<file path="src/rtl/lsu_axi_if.sv">
// Upstream request/response port and AXI4-Lite master port of the load/store unit.
// Signal suffixes are from the LSU's point of view on both interfaces.
interface lsu_req_if #(
   parameter int ADDR_W = 32,
   parameter int DATA_W = 32
);
   logic              req_valid_i;
   logic              req_ready_o;
   logic              wen_i;
   logic              ren_i;
   logic [ADDR_W-1:0] addr_i;
   logic [DATA_W-1:0] wdata_i;
   logic [1:0]        size_i;
   logic              is_signed_i;
   logic              resp_valid_o;
   logic              resp_ready_i;
   logic [DATA_W-1:0] rdata_o;
   logic              err_o;

   modport master (
      output req_valid_i, wen_i, ren_i, addr_i, wdata_i, size_i, is_signed_i, resp_ready_i,
      input  req_ready_o, resp_valid_o, rdata_o, err_o
   );
   modport slave (
      input  req_valid_i, wen_i, ren_i, addr_i, wdata_i, size_i, is_signed_i, resp_ready_i,
      output req_ready_o, resp_valid_o, rdata_o, err_o
   );
endinterface

interface lsu_axi_if #(
   parameter int ADDR_W = 32,
   parameter int DATA_W = 32
);
   logic                awvalid_o;
   logic                awready_i;
   logic [ADDR_W-1:0]   awaddr_o;
   logic                wvalid_o;
   logic                wready_i;
   logic [DATA_W-1:0]   wdata_o;
   logic [DATA_W/8-1:0] wstrb_o;
   logic                bvalid_i;
   logic                bready_o;
   logic [1:0]          bresp_i;
   logic                arvalid_o;
   logic                arready_i;
   logic [ADDR_W-1:0]   araddr_o;
   logic                rvalid_i;
   logic                rready_o;
   logic [DATA_W-1:0]   rdata_i;
   logic [1:0]          rresp_i;

   modport master (
      output awvalid_o, awaddr_o, wvalid_o, wdata_o, wstrb_o, bready_o, arvalid_o, araddr_o, rready_o,
      input  awready_i, wready_i, bvalid_i, bresp_i, arready_i, rvalid_i, rdata_i, rresp_i
   );
   modport slave (
      input  awvalid_o, awaddr_o, wvalid_o, wdata_o, wstrb_o, bready_o, arvalid_o, araddr_o, rready_o,
      output awready_i, wready_i, bvalid_i, bresp_i, arready_i, rvalid_i, rdata_i, rresp_i
   );
endinterface

</file>
<file path="src/rtl/lsu_axi.sv">
// Single-outstanding load/store unit bridging aligned byte/half/word/dword
// requests onto an AXI4-Lite master; every output is a register.
module lsu_axi #(
   parameter int ADDR_W = 32,
   parameter int DATA_W = 32
) (
   input  logic      clk_i,
   input  logic      rst_i,
   lsu_req_if.slave  up,
   lsu_axi_if.master ax
);
   localparam int SW = DATA_W / 8;
   localparam int OW = $clog2(SW);

   typedef enum logic [2:0] {IDLE, RD_ADDR, RD_DATA, WR, WR_RESP, RESP} state_t;

   typedef struct packed {
      logic [1:0]    size;
      logic          sgn;
      logic [OW-1:0] off;
   } req_t;

   state_t            state;
   req_t              cur;
   logic [OW-1:0]     off;
   logic [3:0]        nb;
   logic              bad;
   logic [ADDR_W-1:0] aligned;
   logic              unused_resp;

   assign off         = up.addr_i[OW-1:0];
   assign aligned     = {up.addr_i[ADDR_W-1:OW], {OW{1'b0}}};
   assign unused_resp = ax.rresp_i[0] ^ ax.bresp_i[0];

   always_comb begin
      nb  = 4'd1 << up.size_i;
      bad = (up.wen_i && up.ren_i)
         || ((off & OW'(nb - 4'd1)) != '0)
         || (DATA_W == 32 && up.size_i == 2'd3);
   end

   // Right-justify the addressed lane, then a left/right shift pair trims it
   // to NB bytes and sign- or zero-extends in one step.
   function automatic logic [DATA_W-1:0] ld_ext(input logic [DATA_W-1:0] d, input req_t r);
      logic        [DATA_W-1:0] s;
      logic signed [DATA_W-1:0] ss;
      logic        [6:0]        sh;
      s  = d >> {r.off, 3'b000};
      sh = 7'(DATA_W) - (7'd8 << r.size);
      s  = s << sh;
      ss = $signed(s) >>> sh;
      return r.sgn ? $unsigned(ss) : (s >> sh);
   endfunction

   always_ff @(posedge clk_i) begin
      if (rst_i) begin
         state           <= IDLE;
         cur             <= '0;
         up.req_ready_o  <= 1'b1;
         up.resp_valid_o <= 1'b0;
         up.rdata_o      <= '0;
         up.err_o        <= 1'b0;
         ax.awvalid_o    <= 1'b0;
         ax.awaddr_o     <= '0;
         ax.wvalid_o     <= 1'b0;
         ax.wdata_o      <= '0;
         ax.wstrb_o      <= '0;
         ax.bready_o     <= 1'b0;
         ax.arvalid_o    <= 1'b0;
         ax.araddr_o     <= '0;
         ax.rready_o     <= 1'b0;
      end else begin
         case (state)
            IDLE: if (up.req_valid_i && up.req_ready_o) begin
               up.req_ready_o <= 1'b0;
               cur.size       <= up.size_i;
               cur.sgn        <= up.is_signed_i;
               cur.off        <= off;
               if (bad || !(up.wen_i || up.ren_i)) begin
                  up.resp_valid_o <= 1'b1;
                  up.err_o        <= bad;
                  up.rdata_o      <= '0;
                  state           <= RESP;
               end else if (up.ren_i) begin
                  ax.arvalid_o <= 1'b1;
                  ax.araddr_o  <= aligned;
                  state        <= RD_ADDR;
               end else begin
                  ax.awvalid_o <= 1'b1;
                  ax.awaddr_o  <= aligned;
                  ax.wvalid_o  <= 1'b1;
                  ax.wdata_o   <= up.wdata_i << {off, 3'b000};
                  ax.wstrb_o   <= SW'((16'd1 << nb) - 16'd1) << off;
                  state        <= WR;
               end
            end
            RD_ADDR: if (ax.arready_i) begin
               ax.arvalid_o <= 1'b0;
               ax.rready_o  <= 1'b1;
               state        <= RD_DATA;
            end
            RD_DATA: if (ax.rvalid_i) begin
               ax.rready_o     <= 1'b0;
               up.rdata_o      <= ld_ext(ax.rdata_i, cur);
               up.err_o        <= ax.rresp_i[1];
               up.resp_valid_o <= 1'b1;
               state           <= RESP;
            end
            WR: begin
               // AW and W retire independently; leave once neither is pending.
               if (ax.awready_i) ax.awvalid_o <= 1'b0;
               if (ax.wready_i)  ax.wvalid_o  <= 1'b0;
               if ((!ax.awvalid_o || ax.awready_i) && (!ax.wvalid_o || ax.wready_i)) begin
                  ax.bready_o <= 1'b1;
                  state       <= WR_RESP;
               end
            end
            WR_RESP: if (ax.bvalid_i) begin
               ax.bready_o     <= 1'b0;
               up.err_o        <= ax.bresp_i[1];
               up.rdata_o      <= '0;
               up.resp_valid_o <= 1'b1;
               state           <= RESP;
            end
            RESP: if (up.resp_ready_i) begin
               up.resp_valid_o <= 1'b0;
               up.req_ready_o  <= 1'b1;
               state           <= IDLE;
            end
            default: state <= IDLE;
         endcase
      end
   end
endmodule

</file>
<file path="src/flat_wrapper.sv">
// flat-port wrapper written by rule: the top's interface ports become plain ports
module lsu_axi_flat 
#(
   parameter int ADDR_W = 32,
   parameter int DATA_W = 32
)
  (clk_i, rst_i, up_req_valid_i, up_wen_i, up_ren_i, up_addr_i, up_wdata_i, up_size_i, up_is_signed_i, up_resp_ready_i, up_req_ready_o, up_resp_valid_o, up_rdata_o, up_err_o, ax_awvalid_o, ax_awaddr_o, ax_wvalid_o, ax_wdata_o, ax_wstrb_o, ax_bready_o, ax_arvalid_o, ax_araddr_o, ax_rready_o, ax_awready_i, ax_wready_i, ax_bvalid_i, ax_bresp_i, ax_arready_i, ax_rvalid_i, ax_rdata_i, ax_rresp_i);
  lsu_req_if #(.ADDR_W(ADDR_W), .DATA_W(DATA_W)) up_i ();
  lsu_axi_if #(.ADDR_W(ADDR_W), .DATA_W(DATA_W)) ax_i ();
  input  logic clk_i;
  input  logic rst_i;
  input wire logic [$bits(up_i.req_valid_i)-1:0] up_req_valid_i;
  input wire logic [$bits(up_i.wen_i)-1:0] up_wen_i;
  input wire logic [$bits(up_i.ren_i)-1:0] up_ren_i;
  input wire logic [$bits(up_i.addr_i)-1:0] up_addr_i;
  input wire logic [$bits(up_i.wdata_i)-1:0] up_wdata_i;
  input wire logic [$bits(up_i.size_i)-1:0] up_size_i;
  input wire logic [$bits(up_i.is_signed_i)-1:0] up_is_signed_i;
  input wire logic [$bits(up_i.resp_ready_i)-1:0] up_resp_ready_i;
  output wire logic [$bits(up_i.req_ready_o)-1:0] up_req_ready_o;
  output wire logic [$bits(up_i.resp_valid_o)-1:0] up_resp_valid_o;
  output wire logic [$bits(up_i.rdata_o)-1:0] up_rdata_o;
  output wire logic [$bits(up_i.err_o)-1:0] up_err_o;
  output wire logic [$bits(ax_i.awvalid_o)-1:0] ax_awvalid_o;
  output wire logic [$bits(ax_i.awaddr_o)-1:0] ax_awaddr_o;
  output wire logic [$bits(ax_i.wvalid_o)-1:0] ax_wvalid_o;
  output wire logic [$bits(ax_i.wdata_o)-1:0] ax_wdata_o;
  output wire logic [$bits(ax_i.wstrb_o)-1:0] ax_wstrb_o;
  output wire logic [$bits(ax_i.bready_o)-1:0] ax_bready_o;
  output wire logic [$bits(ax_i.arvalid_o)-1:0] ax_arvalid_o;
  output wire logic [$bits(ax_i.araddr_o)-1:0] ax_araddr_o;
  output wire logic [$bits(ax_i.rready_o)-1:0] ax_rready_o;
  input wire logic [$bits(ax_i.awready_i)-1:0] ax_awready_i;
  input wire logic [$bits(ax_i.wready_i)-1:0] ax_wready_i;
  input wire logic [$bits(ax_i.bvalid_i)-1:0] ax_bvalid_i;
  input wire logic [$bits(ax_i.bresp_i)-1:0] ax_bresp_i;
  input wire logic [$bits(ax_i.arready_i)-1:0] ax_arready_i;
  input wire logic [$bits(ax_i.rvalid_i)-1:0] ax_rvalid_i;
  input wire logic [$bits(ax_i.rdata_i)-1:0] ax_rdata_i;
  input wire logic [$bits(ax_i.rresp_i)-1:0] ax_rresp_i;
  assign up_i.req_valid_i = up_req_valid_i;
  assign up_i.wen_i = up_wen_i;
  assign up_i.ren_i = up_ren_i;
  assign up_i.addr_i = up_addr_i;
  assign up_i.wdata_i = up_wdata_i;
  assign up_i.size_i = up_size_i;
  assign up_i.is_signed_i = up_is_signed_i;
  assign up_i.resp_ready_i = up_resp_ready_i;
  assign up_req_ready_o = up_i.req_ready_o;
  assign up_resp_valid_o = up_i.resp_valid_o;
  assign up_rdata_o = up_i.rdata_o;
  assign up_err_o = up_i.err_o;
  assign ax_awvalid_o = ax_i.awvalid_o;
  assign ax_awaddr_o = ax_i.awaddr_o;
  assign ax_wvalid_o = ax_i.wvalid_o;
  assign ax_wdata_o = ax_i.wdata_o;
  assign ax_wstrb_o = ax_i.wstrb_o;
  assign ax_bready_o = ax_i.bready_o;
  assign ax_arvalid_o = ax_i.arvalid_o;
  assign ax_araddr_o = ax_i.araddr_o;
  assign ax_rready_o = ax_i.rready_o;
  assign ax_i.awready_i = ax_awready_i;
  assign ax_i.wready_i = ax_wready_i;
  assign ax_i.bvalid_i = ax_bvalid_i;
  assign ax_i.bresp_i = ax_bresp_i;
  assign ax_i.arready_i = ax_arready_i;
  assign ax_i.rvalid_i = ax_rvalid_i;
  assign ax_i.rdata_i = ax_rdata_i;
  assign ax_i.rresp_i = ax_rresp_i;
  lsu_axi #(.ADDR_W(ADDR_W), .DATA_W(DATA_W)) u_core (.clk_i(clk_i), .rst_i(rst_i), .up(up_i), .ax(ax_i));
endmodule
</file>
<file path="config.mk">
export PLATFORM = sky130hd
export DESIGN_NAME = lsu_axi_flat
export DESIGN_NICKNAME = d
export VERILOG_FILES = /design/src/rtl/lsu_axi_if.sv /design/src/rtl/lsu_axi.sv /design/src/flat_wrapper.sv
export SDC_FILE = /design/constraint.sdc
export NUM_CORES = 1
export LEC_CHECK = 0
export CAP_MARGIN = 15
export CORE_UTILIZATION = 32
export DETAILED_ROUTE_END_ITERATION = 8
export PLACE_DENSITY = 0.69
export SYNTH_ARGS = -nofsm -noshare
export SYNTH_HDL_FRONTEND = slang
export SYNTH_SLANG_ARGS = --single-unit
export TNS_END_PERCENT = 1
</file>
<file path="constraint.sdc">
create_clock -name clk_i -period 2.3 [get_ports clk_i]
set_clock_uncertainty 0.2 [all_clocks]
set_input_delay 0.345 -clock clk_i [delete_from_list [all_inputs] [get_ports clk_i]]
set_output_delay 0.345 -clock clk_i [all_outputs]
set_load 0.01 [all_outputs]
</file>
==> metrics.csv, run 1 <==
metric,value,unit
pwr dens,766,nW/µm²
worst skew pair latency,0.41,ns
post-synthesis register bit count,144,
max cap viols,0,
RSZ-0062 raised after global routing,no,
HP Class,in -> reg,
Crit path required time,2.46,ns
Setup-failing EPs final,0,
Die Y-Extent,141,µm
peak supply drop,474,µV
die outline width,141,µm
status,"complete, no violations",
final hold viol count,0,
total gr overflow,0,
"most used cell, CP",buf_4,
Area Overhead vs Synth,59.4,%
worst r2r src,u_core.state[2],
Fmax,451,MHz
largest area contributor in the netlist,dfxtp_1,
drt pass-1 iters,5,
Fillers,1721,
vias in the first global route,5974,
Flop pwr share,0.365,
Placed Cells,1227,
most common flop cell mapped by yosys,dfxtp_1,
min Tclk post-route,2.22,ns
drt total wl,20.3,mm
CP Launch Type,input port,
Tot GR Track Use,0.203,
Critical Path Max Stage Delay,0.43,ns
clock power share,0.377,
top-area cell type share of the netlist area,0.464,
ys async rst share,0,
Antenna Cells,0,
"most common cell after layout, fill and taps aside",clkdlybuf4s50_1,
Post-Syn Area,6210,µm²
initial antenna violation count,0,
ANT nets after route,0,
"EDFF count, synth",0,
layout cells sized above 1,0.117,
CP max-delay cell,clkdlybuf4s50_1,
Netlist cell types,54,
maximum clock path buffer count,2,
syn_area_per_cell,8.50,µm²
CTS buffer count,17,
fin. max-slew vios,0,
Rel. slew slack,0.332,
Leak,3.46,nW
initial DRC count,273,
largest net degree at the start of global routing,56,
Starting Density,0.330,
CP Class,in -> reg,
Tcrit/Tclk final,0.964,
CTS Sinks,144,
most frequent cells in the layout,"clkdlybuf4s50_1, nand2_1, dfxtp_1",
Crit Path Max Fanout,8,
WL/cell,16.1,µm
io pins,254,
hold path startpoint,rst_i,
Final #Nets,1103,
Net Switching,0.00222,W
post-route cell area,9890,µm²
GPL Wtd Cong,0.816,
dpl hpwl,14.5,mm
element type at the critical path end,register,
Gate Count Post-Synth,730,
synthesis warning total,0,
H-tree depth,4,
core box area,18800,µm²
crit path DAT,2.37,ns
DR vias,6213,
Power Internal,0.00535,W
"CTS clk-pin slew, worst paths",0.06,ns
PortBufs,247,
die area,20000,µm²
ranking of synthesized cells by area,"dfxtp_1, nand2_1, a21oi_1",
CTS Hold Bufs,0,
root buffer cell,clkbuf_16,
fin cells,1262,
worst slew pin tran,1.00,ns
sequential-to-total area share from yosys stat,0.464,
FP Rows,50,
via density per instance,4.92,
Critical Path Start,up_addr_i[1],
CTS tree,yes,
placed inst area,9230,µm²
switching part of the total,0.293,
combinational share of power,0.259,
drc violations,0,
CP cell instances,clkdlybuf4s50_1 > or3_4 > buf_4 > a211o_1 > a211oi_4 > buf_4 > a221o_1,
first-pass GRT wire length,31.7,mm
## routing by layer
metal | part of all wire | track usage | vias up
li1 | - | - | 3086
met5 | 0 | 0 | -
met2 | 0.47 | 0.341 | 205
met4 | 0.015 | 0.0618 | 0
met3 | 0.094 | 0.0763 | 21
met1 | 0.42 | 0.240 | 2901
## final timing paths
kind / endpoint / slack (ns) / depth (start not counted)
worst min register to register: u_core.ax.wdata_o[3] / 0.25 / 2
worst max register to register: u_core.up.rdata_o[28] / 0.11 / 4
worst min-delay path: u_core.up.rdata_o[10] / 0.23 / 4
worst max-delay path: u_core.up.rdata_o[17] / 0.08 / 7
## sequential cells by signal (all words and copies together), names as in the netlist
name,flops
u_core.ax.araddr_o,30
u_core.ax.arvalid_o,1
u_core.ax.awaddr_o,30
u_core.ax.awvalid_o,1
u_core.ax.bready_o,1
u_core.ax.rready_o,1
u_core.ax.wdata_o,32
u_core.ax.wstrb_o,4
u_core.ax.wvalid_o,1
u_core.cur,5
u_core.state,3
u_core.up.err_o,1
u_core.up.rdata_o,32
u_core.up.req_ready_o,1
u_core.up.resp_valid_o,1
## power by group through the flow
stage	logic (W)	clock network [W]	registers, W
CTS	0.00195	0.00291	0.00276
global route	0.00212	0.00301	0.00278
finish	0.00196	0.00285	0.00276
global placement	0.00193	0	0.00281
detailed placement	0.00194	0	0.00281
floorplan	0.00102	0	0.00281
## timing repair
| action | 4_1_cts | 5_1_grt |
|---|---|---|
| setup endpoints to repair | 0 | 67 |
| buffers inserted | 0 | 2 |
| resized for setup | 0 | 4 |
## cells in the mapped netlist, types with 2 or more instances
| library cell | number |
|---|---|
| a2111oi_4 | 2 |
| a211oi_1 | 11 |
| a21oi_1 | 107 |
| a221o_1 | 16 |
| a22o_1 | 8 |
| a31oi_1 | 4 |
| and3b_1 | 3 |
| buf_1 | 8 |
| buf_2 | 14 |
| buf_4 | 5 |
| clkbuf_1 | 37 |
| dfxtp_1 | 144 |
| mux2_2 | 16 |
| mux2i_1 | 33 |
| nand2_1 | 177 |
| nand2b_1 | 2 |
| nand3_1 | 8 |
| nor2_1 | 30 |
| nor2b_1 | 7 |
| nor3_1 | 13 |
| nor3b_1 | 2 |
| o2111a_1 | 2 |
| o2111ai_1 | 2 |
| o211ai_1 | 9 |
| o21ai_0 | 17 |
| o2bb2ai_1 | 16 |
| or3_1 | 9 |
| xnor2_1 | 2 |
## cell families after synthesis
family / count (synthesis) / synth area share
xor+xnor: 3 / 0.00423
flops: 144 / 0.464
buf+inv: 67 / 0.0466
simple gates: 260 / 0.179
mux: 50 / 0.0859
compound gates: 205 / 0.220
other cells: 1 / 0.000604
## worst max-delay path, delay by kind of cell
| kind | cells | cell delay [ns] |
|---|---|---|
| buffers and inverters | 3 | 0.81 |
| AO/OA/AOI/OAI | 3 | 0.81 |
| AND/OR/NAND/NOR | 1 | 0.40 |
## metrics by stage
| stage | setup slack [ns] | util | power, W | TNS, ns | hold WS, ns |
|---|---|---|---|---|---|
| floorplan | 0.133 | - | 0.00383 | 0 | 0.241 |
| global placement | -0.338 | 0.490 | 0.00474 | -31.06 | 0.238 |
| detailed placement | -0.360 | 0.490 | 0.00475 | -34.48 | 0.246 |
| CTS | 0.0768 | 0.522 | 0.00762 | 0 | 0.217 |
| global route | 0.00197 | 0.525 | 0.00792 | 0 | 0.227 |
| finish | 0.0822 | 0.525 | 0.00758 | 0 | 0.230 |
## final cells by class
cell class	instances	area, µm²	share of cell area
Multi-Input combinational cell	522	3080	0.311
Clock buffer	20	447	0.0451
Tap cell	260	325	0.0329
Timing Repair Buffer	302	3000	0.303
Inverter	2	7.51	0.000759
Sequential cell	144	2880	0.292
Clock inverter	12	159	0.0161
Note: power is estimated with default switching activity, not from simulation.
==> run 2, diff against run 1 <==
--- a/config.mk
+++ b/config.mk
@@ -7,6 +7,7 @@
 export LEC_CHECK = 0
 export CAP_MARGIN = 15
 export CORE_UTILIZATION = 32
+export CTS_CLUSTER_SIZE = 10
 export DETAILED_ROUTE_END_ITERATION = 8
 export PLACE_DENSITY = 0.69
 export SYNTH_ARGS = -nofsm -noshare
==> constraint.sdc (replaced) <==
create_clock -name clk_i -period 2.05 [get_ports clk_i]
set_clock_uncertainty 0.2 [all_clocks]
set_input_delay 0.3075 -clock clk_i [delete_from_list [all_inputs] [get_ports clk_i]]
set_output_delay 0.3075 -clock clk_i [all_outputs]
set_load 0.01 [all_outputs]
==> run 2 against run 1 <==
  * Sequential share of layout area is 0.54 points lower
  * Worst hold slack worse by 0.019 ns
  * Final area is 2.0% higher
  * Total power up 15%
  * Routed wire length rose by 0.29%
  * Setup slack lost 0.028 ns
  * Die area unchanged
  * Count of clock-buffer cells in the layout shrank 2
  * Clock power rose by 16%
  * Global-route usage grew 0.38 points
  * Critical path type is now reg -> reg
  * Largest cell class is now buffers
  * Highest routed layer unchanged
==> metrics.csv, run 2 (synthesized netlist as in run 1, its figures left out) <==
metric,value,unit
status,"complete, no violations",
element type at the critical path end,register,
Critical Path Max Stage Delay,0.56,ns
switching part of the total,0.285,
CTS Sinks,144,
max cap viols,0,
pwr dens,862,nW/µm²
GPL Wtd Cong,0.832,
clock power share,0.379,
setup TNS,0,ns
"CTS clk-pin slew, worst paths",0.06,ns
CTS buffer count,17,
WL/cell,16.0,µm
peak supply drop,543,µV
Setup-failing EPs final,0,
Final #Nets,1115,
most frequent cells in the layout,"clkdlybuf4s50_1, nand2_1, dfxtp_1",
Flop pwr share,0.356,
root buffer cell,clkbuf_16,
die area,20000,µm²
worst r2r path cells,5,
final hold viol count,0,
wire length on met2,9.58,mm
Antenna Cells,0,
crit path DAT,2.08,ns
Starting Density,0.330,
H-tree depth,4,
worst skew pair latency,0.40,ns
Rel. slew slack,0.551,
FF-to-FF End,u_core.up.rdata_o[25],
first-pass GRT wire length,32.4,mm
combinational share of power,0.265,
crit path buf inv count,1,
Total Power,0.00870,W
io pins,254,
dpl ws,-0.552,ns
worst r2r src,u_core.cur[0],
HP Class,in -> reg,
DR vias,6276,
DRT met1 WL,8.51,mm
worst slew pin tran,0.671,ns
maximum clock path buffer count,2,
Tcrit/Tclk final,0.974,
largest net degree at the start of global routing,109,
die outline width,141,µm
Tot GR Track Use,0.207,
"most common cell after layout, fill and taps aside",clkdlybuf4s50_1,
fin cells,1274,
top flop regs,"u_core.ax.wdata_o (32), u_core.up.rdata_o (32)",
CP Class,reg -> reg,
FP Rows,50,
dpl hpwl,14.2,mm
RSZ-0062 raised after global routing,yes,
CTS Hold Bufs,0,
vias in the first global route,6174,
Hold EP,u_core.cur[0],
Crit path required time,2.14,ns
min Tclk post-route,2.00,ns
initial DRC count,284,
"reg-to-reg slack, setup",0.05,ns
drt pass-1 iters,5,
"CP delay by family, top",multiplexers,
ANT nets after route,0,
Crit Path Max Fanout,16,
Leak,3.56,nW
met3 WL,1.99,mm
Die Y-Extent,141,µm
CP Launch Type,register,
Fmax,501,MHz
PortBufs,247,
fin worst setup slack,0.0541,ns
total gr overflow,0,
Net Switching,0.00248,W
drt total wl,20.4,mm
fin. max-slew vios,0,
core box area,18800,µm²
drc violations,0,
layout cells sized above 1,0.139,
CTS tree,yes,
Power Internal,0.00622,W
CP cell instances,mux4_2 > nor2_1 > a2111oi_4 > buf_12 > a221o_1,
worst hold path depth,4,
Area Overhead vs Synth,62.6,%
CP max-delay cell,mux4_2,
Placed Cells,1236,
hold path startpoint,up_addr_i[0],
initial antenna violation count,0,
max layer used,met4,
via density per instance,4.93,
[run 2: cell count changes in the layout (fill, tap and decap cells not counted), moves of 2 or more]
cell and delta:
buf_12 +2, dlygate4sd2_1 +2, a21oi_1 -5, clkdlybuf4s50_1 -2
buf_4 +7, a21oi_2 +5, buf_6 +2, clkbuf_1 -2
dfxtp_1 -3, dfxtp_2 +3, clkinv_2 +3
[run 2: worst max-delay path by stage]
stage	endpoint	from	slack, ns	cells past startpoint
finish	u_core.up.rdata_o[25]	u_core.cur[0]	0.05	5
global placement	u_core.ax.wdata_o[17]	up_addr_i[1]	-0.51	6
floorplan	u_core.ax.wdata_o[10]	up_addr_i[0]	-0.01	6
CTS	u_core.up.rdata_o[25]	u_core.state[2]	-0.05	4
detailed placement	u_core.ax.awaddr_o[6]	up_addr_i[1]	-0.55	8
global route	u_core.ax.wstrb_o[2]	u_core.state[0]	-0.01	7
[run 2: power by group through the flow]
stage	sequential (W)	clock [W]	combinational, W
2_1_floorplan	0.00315	0	0.00114
3_3_place_gp	0.00314	0	0.00223
3_5_place_dp	0.00315	0	0.00224
4_1_cts	0.00309	0.00336	0.00228
5_1_grt	0.00312	0.00349	0.00250
6_report	0.00310	0.00330	0.00230
[run 2: routing by layer]
layer  up-vias  GRT usage
met1      2920      0.243
met2       228      0.345
met4         0     0.0624
met5         -          0
met3        20     0.0817
li1       3108          -
[run 2: what timing repair did]
action	4_1_cts	5_1_grt
gates cloned	1	1
pin swaps	12	5
resized for setup	10	9
buffers inserted	1	3
endpoints found under the setup margin	89	76
[run 2: metrics by stage]
stage               hold WS, ns  utilization  cell area (µm²)
floorplan                 0.203            -             6220
global placement          0.239        0.493             9290
detailed placement        0.242        0.493             9290
CTS                       0.193        0.530             9970
global route              0.213        0.536            10100
finish                    0.211        0.536            10100
[run 2: cell type report]
cell class,count,area (µm²)
fill,1704,8740
tap,260,325
timing repair buffer,314,3140
clock buffer,18,439
inverter,2,7.51
multi-input combinational,522,3100
sequential,144,2890
clock inverter,14,188
[run 2: worst min-delay path: stages]
cell	delay, ns
buf_2	0.12
buf_4	0.18
nand2_1	0.08
a21oi_1	0.06
==> run 3, diff against run 2 <==
--- a/config.mk
+++ b/config.mk
@@ -9,7 +9,9 @@
 export CORE_UTILIZATION = 32
 export CTS_CLUSTER_SIZE = 10
 export DETAILED_ROUTE_END_ITERATION = 8
+export MAX_ROUTING_LAYER = met4
 export PLACE_DENSITY = 0.69
+export REMOVE_ABC_BUFFERS = 1
 export SYNTH_ARGS = -nofsm -noshare
 export SYNTH_HDL_FRONTEND = slang
 export SYNTH_SLANG_ARGS = --single-unit
==> constraint.sdc (replaced) <==
create_clock -name clk_i -period 2 [get_ports clk_i]
set_clock_uncertainty 0.2 [all_clocks]
set_input_delay 0.3 -clock clk_i [delete_from_list [all_inputs] [get_ports clk_i]]
set_output_delay 0.3 -clock clk_i [all_outputs]
set_load 0.01 [all_outputs]
==> run 3 against run 2 <==
  * The run now ends with setup timing left
  * Global-route usage up 1.8 points
  * Sequential cell count did not move
  * Utilization is 0.87 points higher
  * Highest routed layer unchanged
  * Total power increased by 2.3%
  * Die area stayed put
  * Setup slack got worse by 0.12 ns
  * Via count is 3.0% higher
==> metrics.csv, run 3 (synthesized netlist as in run 1, its figures left out) <==
metric,value,unit
status,"complete, but fails checks",
failing checks,setup timing,
fin cells,1286,
GPL Wtd Cong,0.859,
clock power share,0.362,
"Core Util, Final",0.545,
hold path startpoint,up_addr_i[0],
layout cells sized above 1,0.154,
RSZ-0062 raised after global routing,yes,
DRT met1 WL,9.27,mm
switching part of the total,0.317,
Multi-input gate area,3140,µm²
DR vias,6463,
Starting Density,0.330,
fin worst setup slack,-0.0616,ns
CTS Sinks,144,
HP Class,in -> reg,
drt pass-1 iters,5,
ANT nets after route,0,
vias in the first global route,6252,
via density per instance,5.03,
CTS buffer count,17,
WL/cell,17.0,µm
dpl hpwl,14.7,mm
die outline width,141,µm
min Tclk post-route,2.06,ns
"most common cell after layout, fill and taps aside",clkdlybuf4s50_1,
worst skew pair latency,0.43,ns
worst r2r src,u_core.state[2],
post-route cell area,10300,µm²
Fmax,485,MHz
Tcrit/Tclk final,1.03,
"reg-to-reg slack, setup",-0.06,ns
Power Internal,0.00608,W
peak supply drop,619,µV
maximum clock path buffer count,2,
hold_ws,0.159,ns
FF-to-FF End,u_core.ax.wdata_o[27],
Tot GR Track Use,0.225,
wire length on met2,10.0,mm
worst hold path depth,4,
dpl ws,-0.618,ns
Final #Nets,1125,
pwr dens,868,nW/µm²
final hold viol count,0,
CTS tree,yes,
worst slew pin tran,0.749,ns
Reg area,2890,µm²
CP Class,reg -> reg,
root buffer cell,clkbuf_16,
placed inst area,9330,µm²
Net Switching,0.00282,W
"CTS clk-pin slew, worst paths",0.07,ns
PortBufs,247,
Crit Path Max Fanout,5,
first-pass GRT wire length,33.7,mm
H-tree depth,4,
top flop regs,"u_core.ax.wdata_o (32), u_core.up.rdata_o (32)",
met3 WL,2.05,mm
drt total wl,21.8,mm
Placed Cells,1238,
combinational share of power,0.282,
Rel. slew slack,0.499,
Setup-failing EPs final,60,
element type at the critical path end,register,
fin. max-slew vios,0,
max layer used,met4,
Leak,3.63,nW
FP Rows,50,
most frequent cells in the layout,"clkdlybuf4s50_1, nand2_1, dfxtp_1",
initial DRC count,385,
largest net degree at the start of global routing,109,
Area Overhead vs Synth,65.2,%
Crit path required time,2.16,ns
Fillers,1698,
Flop pwr share,0.356,
drc violations,0,
max cap viols,0,
crit path DAT,2.22,ns
worst r2r path cells,8,
Hold EP,u_core.cur[0],
core box area,18800,µm²
Die Y-Extent,141,µm
die area,20000,µm²
CP Launch Type,register,
initial antenna violation count,2,
total gr overflow,0,
io pins,254,
-- run 3: cell types whose count changed in the layout (fill, tap and decap cells not counted), sizes merged, moves of 2 or more --
cell,change
diode,+2
buf,+9
inv,+9
bufinv,-3
clkinv,-6
-- run 3: how the worst max path moves through the flow --
stage                            end  depth (start not counted)            start  slack, ns
5_1_grt        u_core.ax.wdata_o[27]                          8  u_core.state[2]      -0.15
4_1_cts        u_core.up.rdata_o[21]                          7  u_core.state[0]      -0.02
3_3_place_gp    u_core.ax.wdata_o[9]                          6     up_addr_i[1]      -0.56
3_5_place_dp    u_core.ax.wdata_o[9]                          6     up_addr_i[1]      -0.62
6_report       u_core.ax.wdata_o[27]                          8  u_core.state[2]      -0.06
2_1_floorplan   u_core.ax.wstrb_o[2]                          4  u_core.state[2]      -1.05
-- run 3: routing by layer --
metal | GRT usage | vias to the layer above
met3 | 0.0793 | 33
met4 | 0.0847 | 0
met2 | 0.346 | 267
met5 | - | -
li1 | - | 3133
met1 | 0.269 | 3030
-- run 3: critical path, stage by stage, from the launching register on --
cell and delay (ns):
dfxtp_4 0.35, nand3b_1 0.28, buf_6 0.20, a2111oi_4 0.28, buf_6 0.17, buf_4 0.12, clkbuf_16 0.14, o211ai_1 0.10
a21oi_1 0.14
-- run 3: layout make-up --
cell class / count / share of cell area
clock buffers: 17 / 0.0415
well taps: 260 / 0.0317
inverters: 2 / 0.000732
flip-flops and latches: 144 / 0.282
clock inverters: 15 / 0.0156
multi-input cells: 522 / 0.306
diodes: 2 / 0.000488
repair buffers: 324 / 0.322
-- run 3: stage by stage --
step,power (W),TNS [ns]
6_report,0.00890,-1.53
5_1_grt,0.00929,-6.62
4_1_cts,0.00887,-0.109
3_5_place_dp,0.00556,-67.62
3_3_place_gp,0.00553,-62.29
2_1_floorplan,0.00426,-85.36
-- run 3: repair_timing --
item	CTS	global route
hold buffers	0	0
setup endpoints to repair	98	78
gates cloned	3	2
hold endpoints to repair	0	0
buffers inserted	4	5
resized for setup	21	18
pin swaps	20	16
-- run 3: power groups by stage --
stage / combinational (W) / clock [W] / sequential [W]
2_1_floorplan: 0.000913 / 0 / 0.00335
3_3_place_gp: 0.00231 / 0 / 0.00322
3_5_place_dp: 0.00234 / 0 / 0.00322
4_1_cts: 0.00242 / 0.00328 / 0.00317
5_1_grt: 0.00270 / 0.00341 / 0.00318
6_report: 0.00251 / 0.00322 / 0.00317
